### src/rtl/dmem_arbiter_pkg.sv
// ============================================================================
//  Module   : dmem_arbiter_pkg
//  Brief    : Shared memory-map constants and arbiter state encoding.
//  Revision : 1.0 - initial release
// ============================================================================
`default_nettype none

package dmem_arbiter_pkg;

    // Memory-mapped IO region and its device registers
    localparam logic [31:0] ADDR_IO_BASE = 32'hF000_0000;
    localparam logic [31:0] ADDR_HEX     = 32'hF000_0000;
    localparam logic [31:0] ADDR_LEDR    = 32'hF000_0004;
    localparam logic [31:0] ADDR_LEDG    = 32'hF000_0008;
    localparam logic [31:0] ADDR_KEY     = 32'hF000_0010;
    localparam logic [31:0] ADDR_SW      = 32'hF000_0014;

    localparam logic [0:0] ST_ARB  = 1'b0;
    localparam logic [0:0] ST_LOCK = 1'b1;

endpackage

`default_nettype wire

### src/rtl/dmem_arbiter_starve_counter.sv
// ============================================================================
//  Module   : starve_counter
//  Brief    : Saturating counter of consecutive denied dbg cycles.
//  Revision : 1.0 - initial release
// ============================================================================
`default_nettype none

module starve_counter #(
    parameter int CNT_BITS = 3,
    parameter int LIMIT    = 4
) (
    input  logic clk,
    input  logic rst,
    input  logic i_inc,
    input  logic i_clr,
    output logic o_atLimit
);

    localparam logic [CNT_BITS-1:0] c_LIMIT = CNT_BITS'(LIMIT);

    logic [CNT_BITS-1:0] r_count;

    always_ff @(posedge clk) begin
        if (rst) begin
            r_count <= '0;
        end else if (i_clr) begin
            r_count <= '0;
        end else if (i_inc && (r_count != c_LIMIT)) begin
            r_count <= r_count + 1'b1;
        end
    end

    assign o_atLimit = (r_count == c_LIMIT);

endmodule

`default_nettype wire

### src/rtl/dmem_arbiter.sv
// ============================================================================
//  Module   : dmem_arbiter
//  Brief    : Shares the data-memory port between cpu and dbg with cpu
//             priority, dbg starvation guard, dbg lock and IO write guard.
//  Revision : 1.0 - initial release
// ============================================================================
`default_nettype none

module dmem_arbiter #(
    parameter int               DBITS        = 32,
    parameter logic [DBITS-1:0] ADDR_IO_BASE = DBITS'(dmem_arbiter_pkg::ADDR_IO_BASE),
    parameter int               STARVE_LIMIT = 4,
    parameter int               CNT_BITS     = 3
) (
    input  logic             clk,
    input  logic             reset,
    input  logic             cpu_req,
    input  logic             cpu_wr,
    input  logic [DBITS-1:0] cpu_addr,
    input  logic [DBITS-1:0] cpu_wdata,
    output logic             cpu_gnt,
    output logic             cpu_rvalid,
    output logic [DBITS-1:0] cpu_rdata,
    input  logic             dbg_req,
    input  logic             dbg_wr,
    input  logic             dbg_lock,
    input  logic [DBITS-1:0] dbg_addr,
    input  logic [DBITS-1:0] dbg_wdata,
    output logic             dbg_gnt,
    output logic             dbg_rvalid,
    output logic [DBITS-1:0] dbg_rdata,
    output logic             dbg_err,
    output logic             mem_wrtEn,
    output logic [DBITS-1:0] mem_addr,
    output logic [DBITS-1:0] mem_dIn,
    input  logic [DBITS-1:0] mem_dOut,
    output logic             cpu_stall
);

    import dmem_arbiter_pkg::*;

    logic [0:0]       r_state;
    logic [0:0]       w_stateNext;
    logic             w_cpuGnt;
    logic             w_dbgGnt;
    logic             w_atLimit;
    logic             w_dbgIoHit;
    logic             r_cpuRvalid;
    logic             r_dbgRvalid;
    logic             r_dbgErr;
    logic [DBITS-1:0] r_cpuRdata;
    logic [DBITS-1:0] r_dbgRdata;

    starve_counter #(
        .CNT_BITS (CNT_BITS),
        .LIMIT    (STARVE_LIMIT)
    ) u_starve (
        .clk       (clk),
        .rst       (reset),
        .i_inc     (dbg_req & ~w_dbgGnt),
        .i_clr     (w_dbgGnt | ~dbg_req),
        .o_atLimit (w_atLimit)
    );

    always_ff @(posedge clk) begin
        if (reset) begin
            r_state <= ST_ARB;
        end else begin
            r_state <= w_stateNext;
        end
    end

    // Lock is held only while dbg_lock stays high; the release cycle arbitrates normally
    always_comb begin
        w_stateNext = ST_ARB;
        if (dbg_lock && ((r_state == ST_LOCK) || w_dbgGnt)) begin
            w_stateNext = ST_LOCK;
        end
    end

    always_comb begin
        w_cpuGnt = 1'b0;
        w_dbgGnt = 1'b0;
        if ((r_state == ST_LOCK) && dbg_lock) begin
            w_dbgGnt = dbg_req;
        end else if (dbg_req && (w_atLimit || !cpu_req)) begin
            w_dbgGnt = 1'b1;
        end else begin
            w_cpuGnt = cpu_req;
        end
    end

    assign w_dbgIoHit = (dbg_addr >= ADDR_IO_BASE);

    assign mem_addr  = w_dbgGnt ? dbg_addr  : cpu_addr;
    assign mem_dIn   = w_dbgGnt ? dbg_wdata : cpu_wdata;
    assign mem_wrtEn = (w_cpuGnt & cpu_wr) | (w_dbgGnt & dbg_wr & ~w_dbgIoHit);

    always_ff @(posedge clk) begin
        if (reset) begin
            r_cpuRvalid <= 1'b0;
            r_dbgRvalid <= 1'b0;
            r_dbgErr    <= 1'b0;
            r_cpuRdata  <= '0;
            r_dbgRdata  <= '0;
        end else begin
            r_cpuRvalid <= w_cpuGnt & ~cpu_wr;
            r_dbgRvalid <= w_dbgGnt & ~dbg_wr;
            r_dbgErr    <= w_dbgGnt & dbg_wr & w_dbgIoHit;
            if (w_cpuGnt && !cpu_wr) begin
                r_cpuRdata <= mem_dOut;
            end
            if (w_dbgGnt && !dbg_wr) begin
                r_dbgRdata <= mem_dOut;
            end
        end
    end

    assign cpu_gnt    = w_cpuGnt;
    assign dbg_gnt    = w_dbgGnt;
    assign cpu_rvalid = r_cpuRvalid;
    assign dbg_rvalid = r_dbgRvalid;
    assign dbg_err    = r_dbgErr;
    assign cpu_rdata  = r_cpuRdata;
    assign dbg_rdata  = r_dbgRdata;
    assign cpu_stall  = cpu_req & ~w_cpuGnt;

endmodule

`default_nettype wire

### config.mk
export PLATFORM = sky130hd
export DESIGN_NAME = dmem_arbiter
export DESIGN_NICKNAME = d
export VERILOG_FILES = /design/src/rtl/dmem_arbiter_pkg.sv /design/src/rtl/dmem_arbiter_starve_counter.sv /design/src/rtl/dmem_arbiter.sv
export SDC_FILE = /design/constraint.sdc
export NUM_CORES = 1
export LEC_CHECK = 0
export CORE_MARGIN = 8
export CORE_UTILIZATION = 32
export CTS_CLUSTER_DIAMETER = 60
export DETAILED_ROUTE_END_ITERATION = 10
export GPL_TIMING_DRIVEN = 0
export PLACE_DENSITY = 0.81
export SETUP_SLACK_MARGIN = 0.2
export SLEW_MARGIN = 20
export SYNTH_ARGS = -nofsm -noshare
export SYNTH_HDL_FRONTEND = slang
export SYNTH_SLANG_ARGS = --single-unit
### constraint.sdc
create_clock -name clk -period 2.2 [get_ports clk]
set_input_delay 0.33 -clock clk [delete_from_list [all_inputs] [get_ports clk]]
set_output_delay 0.33 -clock clk [all_outputs]
set_load 0.05 [all_outputs]
Yosys cells after proc, flatten, opt, wreduce, memory -nomap -nowiden:

Index checks and enable logic that the tools add are counted.
W data, S select, Z words.

* register bits after elaboration: 71
* output and inout port bits: 135
* logic and storage cells: 46

* $add $sub $neg: 1
* order comparisons: 1
* eq/ne operators: 2
* multiplexer cells: 7
* bitwise logic cells: 16
* reductions and logical operators: 12

Operator list (count)
* $mux W32: 2
* $ge A32 B32 Y1 const B: 1
* $and A1 B1 Y1: 8
* $logic_and A1 B1 Y1: 6
* $not A1 Y1: 6
* $mux W1: 5
* $add A3 B1 Y3 const B: 1
* $eq A3 B3 Y1 const B: 1
* $logic_not A1 Y1: 3
* $ne A3 B3 Y1 const B: 1
* $logic_or A1 B1 Y1: 2
* $or A1 B1 Y1: 2
* $reduce_or A2 Y1: 1

Logic depth before layout (Yosys ltp):

* depth in word-level cells: 8
* depth in mapped cells: 7

Hierarchy:

Synthesis repeated with hierarchy kept, for this count alone.

* cells, all modules: 357
* area, all modules: 4032.6 µm²

By module, submodules not included
* dmem_arbiter: instances 1, cells an instance 339, area an instance 3844.9 µm², sequential area each 1361.3 µm²
* starve_counter: instances 1, cells an instance 18, area an instance 187.7 µm², sequential area each 60.1 µm²

Worst setup path after synthesis:

OpenSTA, ideal clock, no wires.

* path type: reg2out
* start point: reg u_starve.r_count[0]
* end point: out mem_wrtEn
* data arrival time: 2186 ps
* slack: -316 ps
* stages on the path, launching flop included: 6
* cells stage by stage: dfxtp_1 -> inv_1 -> ha_1 -> and2_1 -> a21oi_1 -> a32o_1

RTL lines
* start, declared: RTL line dmem_arbiter_starve_counter.sv:21 `logic [CNT_BITS-1:0] r_count;`
* start signal, assigned: RTL line dmem_arbiter_starve_counter.sv:29 `r_count <= r_count + 1'b1;`
* $eq A3 B3 Y1: RTL line dmem_arbiter_starve_counter.sv:33 `assign o_atLimit = (r_count == c_LIMIT);`
* $logic_or A1 B1 Y1: RTL line dmem_arbiter.sv:86 `end else if (dbg_req && (w_atLimit || !cpu_req)) begin`
* $logic_and A1 B1 Y1: RTL line dmem_arbiter.sv:86
* $mux W1: RTL line dmem_arbiter.sv:86
* $mux W1: RTL line dmem_arbiter.sv:84 `if ((r_state == ST_LOCK) && dbg_lock) begin`
* named net cpu_gnt: RTL line dmem_arbiter.sv:21 `output logic cpu_gnt,`
* $and A1 B1 Y1: RTL line dmem_arbiter.sv:97 `assign mem_wrtEn = (w_cpuGnt & cpu_wr) | (w_dbgGnt & dbg_wr & ~w_dbgIoHit);`
* $or A1 B1 Y1: RTL line dmem_arbiter.sv:97
* end, declared: RTL line dmem_arbiter.sv:33 `output logic mem_wrtEn,`

The timed path passes the listed nets, and every way through them passes these cells.

Final worst setup path:

* start point: reg u_starve.r_count[1]
* end point: out mem_dIn[10]

* word-level cells in the longest chain between the ends: 6

RTL lines
* $eq A3 B3 Y1: RTL line dmem_arbiter_starve_counter.sv:33
* $logic_or A1 B1 Y1: RTL line dmem_arbiter.sv:86
* $logic_and A1 B1 Y1: RTL line dmem_arbiter.sv:86
* $mux W1: RTL line dmem_arbiter.sv:86
* $mux W1: RTL line dmem_arbiter.sv:84
* $mux W32: RTL line dmem_arbiter.sv:96 `assign mem_dIn = w_dbgGnt ? dbg_wdata : cpu_wdata;`
* end, declared: RTL line dmem_arbiter.sv:35 `output logic [DBITS-1:0] mem_dIn,`

Every way passes these cells.

==> summary.txt <==
Setup path
  • Cell family with most CP delay: buffers and inverters
  • Type of destination of the critical path: output pin
  • Startpoint type of the worst setup path: flop
  • Type of the setup path with the least slack: reg -> out
  • CP arrival: between 2 and 2.5 ns
  • Start of the worst register-to-register path: u_starve.r_count[1]
  • Worst Path Buf+Inv: 4
  • Slowest stage cell, crit path: sky130_fd_sc_hd__mux2_2
  • Crit-path max FO: 10
  • Critical path origin: u_starve.r_count[1]
  • Delay of the slowest cell on the worst path: 0.37 ns
  • Data required time at the worst endpoint: between 1.5 and 2 ns
  • Critical Path Most Common Cell: sky130_fd_sc_hd__buf_8
  • Ordered cell list for the critical path: inv_2 -> ha_4 -> and2_4 -> o21ai_4 -> buf_8 -> buf_8 -> mux2_2 -> buf_6

Floorplan
  • Standard-cell rows: 38
  • Die W: between 100 and 150 um
  • Vertical extent of the die: 120.9 um
  • Core outline area: approximately 11000 um^2
  • Initial Util: between 30% and 40%
  • Die Outline Area: 14620 um^2
  • # IOs: 302

Drt
  • Total via count in the routed design: roughly 3900
  • Via/cell ratio: 4.704
  • Count of unresolved DRC violations after routing: 0
  • Final wirelength: about 18000 um
  • Antenna-violating nets left: 0
  • Post-DR wirelength/cell: around 22 um
  • DRC marker count from the first detailed-route iteration: roughly 140
  • Pre-antenna DRT Iters: 4

Final layout
  • Finished Cell Area: roughly 7400 um^2
  • Most common cell after layout, fill and taps aside: sky130_fd_sc_hd__clkdlybuf4s50_1
  • Final standard cell utilization of the core: ~70%
  • Fillcell total: 830
  • Signed area change from the synthesized netlist to the final layout: 110.7%
  • Sequential cell area in the final layout: 1424 um^2
  • Most frequent cells in the layout: sky130_fd_sc_hd__clkdlybuf4s50_1 (231), sky130_fd_sc_hd__nand2_1 (97), sky130_fd_sc_hd__dfxtp_1 (69)
  • Proportion of layout cells with a drive suffix above 1: between 20% and 30%
  • Number of nets in the finished design: about 850
  • Total area of multi-input combinational cells: ~2000 um^2
  • Antenna diodes: 0

STA
  • Max-slew headroom at the worst pin: roughly three fifths
  • Unrepaired setup endpoints after global routing: yes
  • Final Max Tran Viols: 0
  • Least-Margin Pin Slew: between 0.6 and 0.7 ns
  • Worst setup slack after layout: -0.1787 ns
  • Number of hold-slack violations in the final timing report: 0
  • Timing-limited maximum frequency: 420.4 MHz
  • Number of setup violations in the final report: 65
  • Minimum clock period: roughly 2.4 ns
  • Final Skew: about 0.0086 ns
  • Share of the clock period used by the worst path: 108.1%

CTS
  • Cts-stage hold buffer count: 0
  • Clock tree root driver cell: sky130_fd_sc_hd__clkbuf_8
  • Clock latency on the worst-skew pair: 0.34 ns
  • Depth of the CTS H-tree: 3
  • Register clock-pin slew on the reported worst setup and hold paths: 0.07 ns
  • Clock tree from TritonCTS: built
  • Number of buffers created by CTS: 9
  • Maximum number of buffers from clock root to sink: 2
  • Number of sinks on the clock net: 71

Global route
  • Antenna violations before repair: 0
  • Number of global-route vias before repair: ~4200
  • Largest net degree at the start of global routing: 13
  • Wire length of the first global-routing pass: 25870 um
  • Overall Global Routing Usage: a little under a quarter
  • Overflow left after global routing: 0

Synth
  • Count of different cell masters after synthesis: 31
  • Number of nets produced by synthesis: between 500 and 600
  • Synthesized flop and latch total: 71
  • Sequential-to-total area share from yosys stat: between 40% and 50%
  • Yosys warns: 0
  • Syn Area/Cell: 10.06 um^2
  • Synth Cell Area: 3521 um^2
  • Syn Inst Count: 350

Place
  • HPWL after DPL: between 10000 and 15000 um
  • Placed Area: a little under 7000 um^2
  • Buffers added on ports: ~300
  • Worst Setup Slack post-DPL: -0.9800 ns
  • Global placement routability congestion: just under 0.9

Run
  • MaxCap Viol Count: 0

Worst hold path
  • Hold_sp: dbg_lock
  • Min-delay worst type: in -> reg

Power and ir drop
  • Pleak: 3.179 nW
  • Worst vdd ir: between 0.0004 and 0.0005 V
  • P per Cell Area: 576.7 nW/um^2

Run status
  • Status: finished, violations left
  • Violations in the final reports: negative setup slack
synthesized netlist by cell type (all sizes together):
cell type  count  area, um^2
nand4          2       12.51
nor2           4       15.01
nor4b          1       15.01
o21ai          2       13.76
a32o           1       10.01
a21bo          1       10.01
mux2          64       720.7
buf           15       121.4
dfxtp         71        1421
and3           1       6.260
ha             2       25.02
a21boi         2       30.03
clkbuf         8       30.03
and2           1       6.260
o211a          1       10.01
nand3          2       15.01
a21oi          1       5.000
mux2i         64       640.6
nor2b          2       12.51
xnor2          1       8.760
inv            6       22.52
nor3           1       5.000
nand2         97       364.1
flip-flops by register name, indices dropped and copies added (netlist names):
register and cells:
cpu_rdata 32, u_starve.r_count 3, cpu_rvalid 1, dbg_rdata 32, dbg_rvalid 1, dbg_err 1
r_state 1
kinds of logic after synthesis:
kind of cell,after synthesis,share of synthesized area [%]
multiplexers,128,38.66
adder cells (fa/ha/maj),2,0.7106
XOR/XNOR,1,0.2488
AO/OA/AOI/OAI,8,2.239
flip-flops,71,40.37
buffers and inverters,29,4.939
AND/OR/NAND/NOR,111,12.83
report_power, final:
group	total, W	internal (W)	switching, W
sequential	0.00137	0.00134	0.0000283
clock	0.00124	0.000756	0.000482
combinational	0.00167	0.000769	0.000902
total	0.00428	0.00286	0.00141
area by class of cell:
| cell class | count | share of cell area (%) |
|---|---|---|
| multi-input cells | 250 | 27.40 |
| inverters | 6 | 0.4049 |
| well taps | 140 | 2.362 |
| repair buffers | 317 | 44.97 |
| clock buffers | 11 | 1.771 |
| plain buffers | 23 | 2.463 |
| flip-flops and latches | 71 | 19.20 |
| clock inverters | 5 | 1.434 |
per-layer routing:
metal,track usage (%),wire length (um),share of wire (%),vias up
li1,-,-,-,1842
met1,25.17,7004,39,1826
met2,40.62,8931,50,176
met3,7.166,1313,7.4,27
met4,7.806,494,2.8,0
met5,0,0,0,-
what timing repair did:
action,4_1_cts,5_1_grt
setup endpoints to repair,68,67
setup buffers,10,3
resized for setup,530,2
pin swaps,4,1
cloned,2,1
through the flow:
stage               instances  TNS, ns  power, W  hold slack (ns)
floorplan                 350        0  0.002241           0.4014
global placement          791   -59.74  0.002909           0.4316
detailed placement        791   -60.11  0.002924           0.4455
CTS                       819   -8.941  0.004300           0.3997
global route              823   -13.26  0.004434           0.4150
finish                    823   -7.581  0.004277           0.4227
final timing paths:
kind / depth (start not counted) / end / slack, ns
worst min register to register: 2 / cpu_rdata[31] / 0.46
worst min-delay path: 2 / r_state / 0.42
worst max register to register: 9 / cpu_rdata[27] / 0.45
worst max-delay path: 8 / mem_dIn[10] / -0.18
Power figures use the tool's default switching activity.
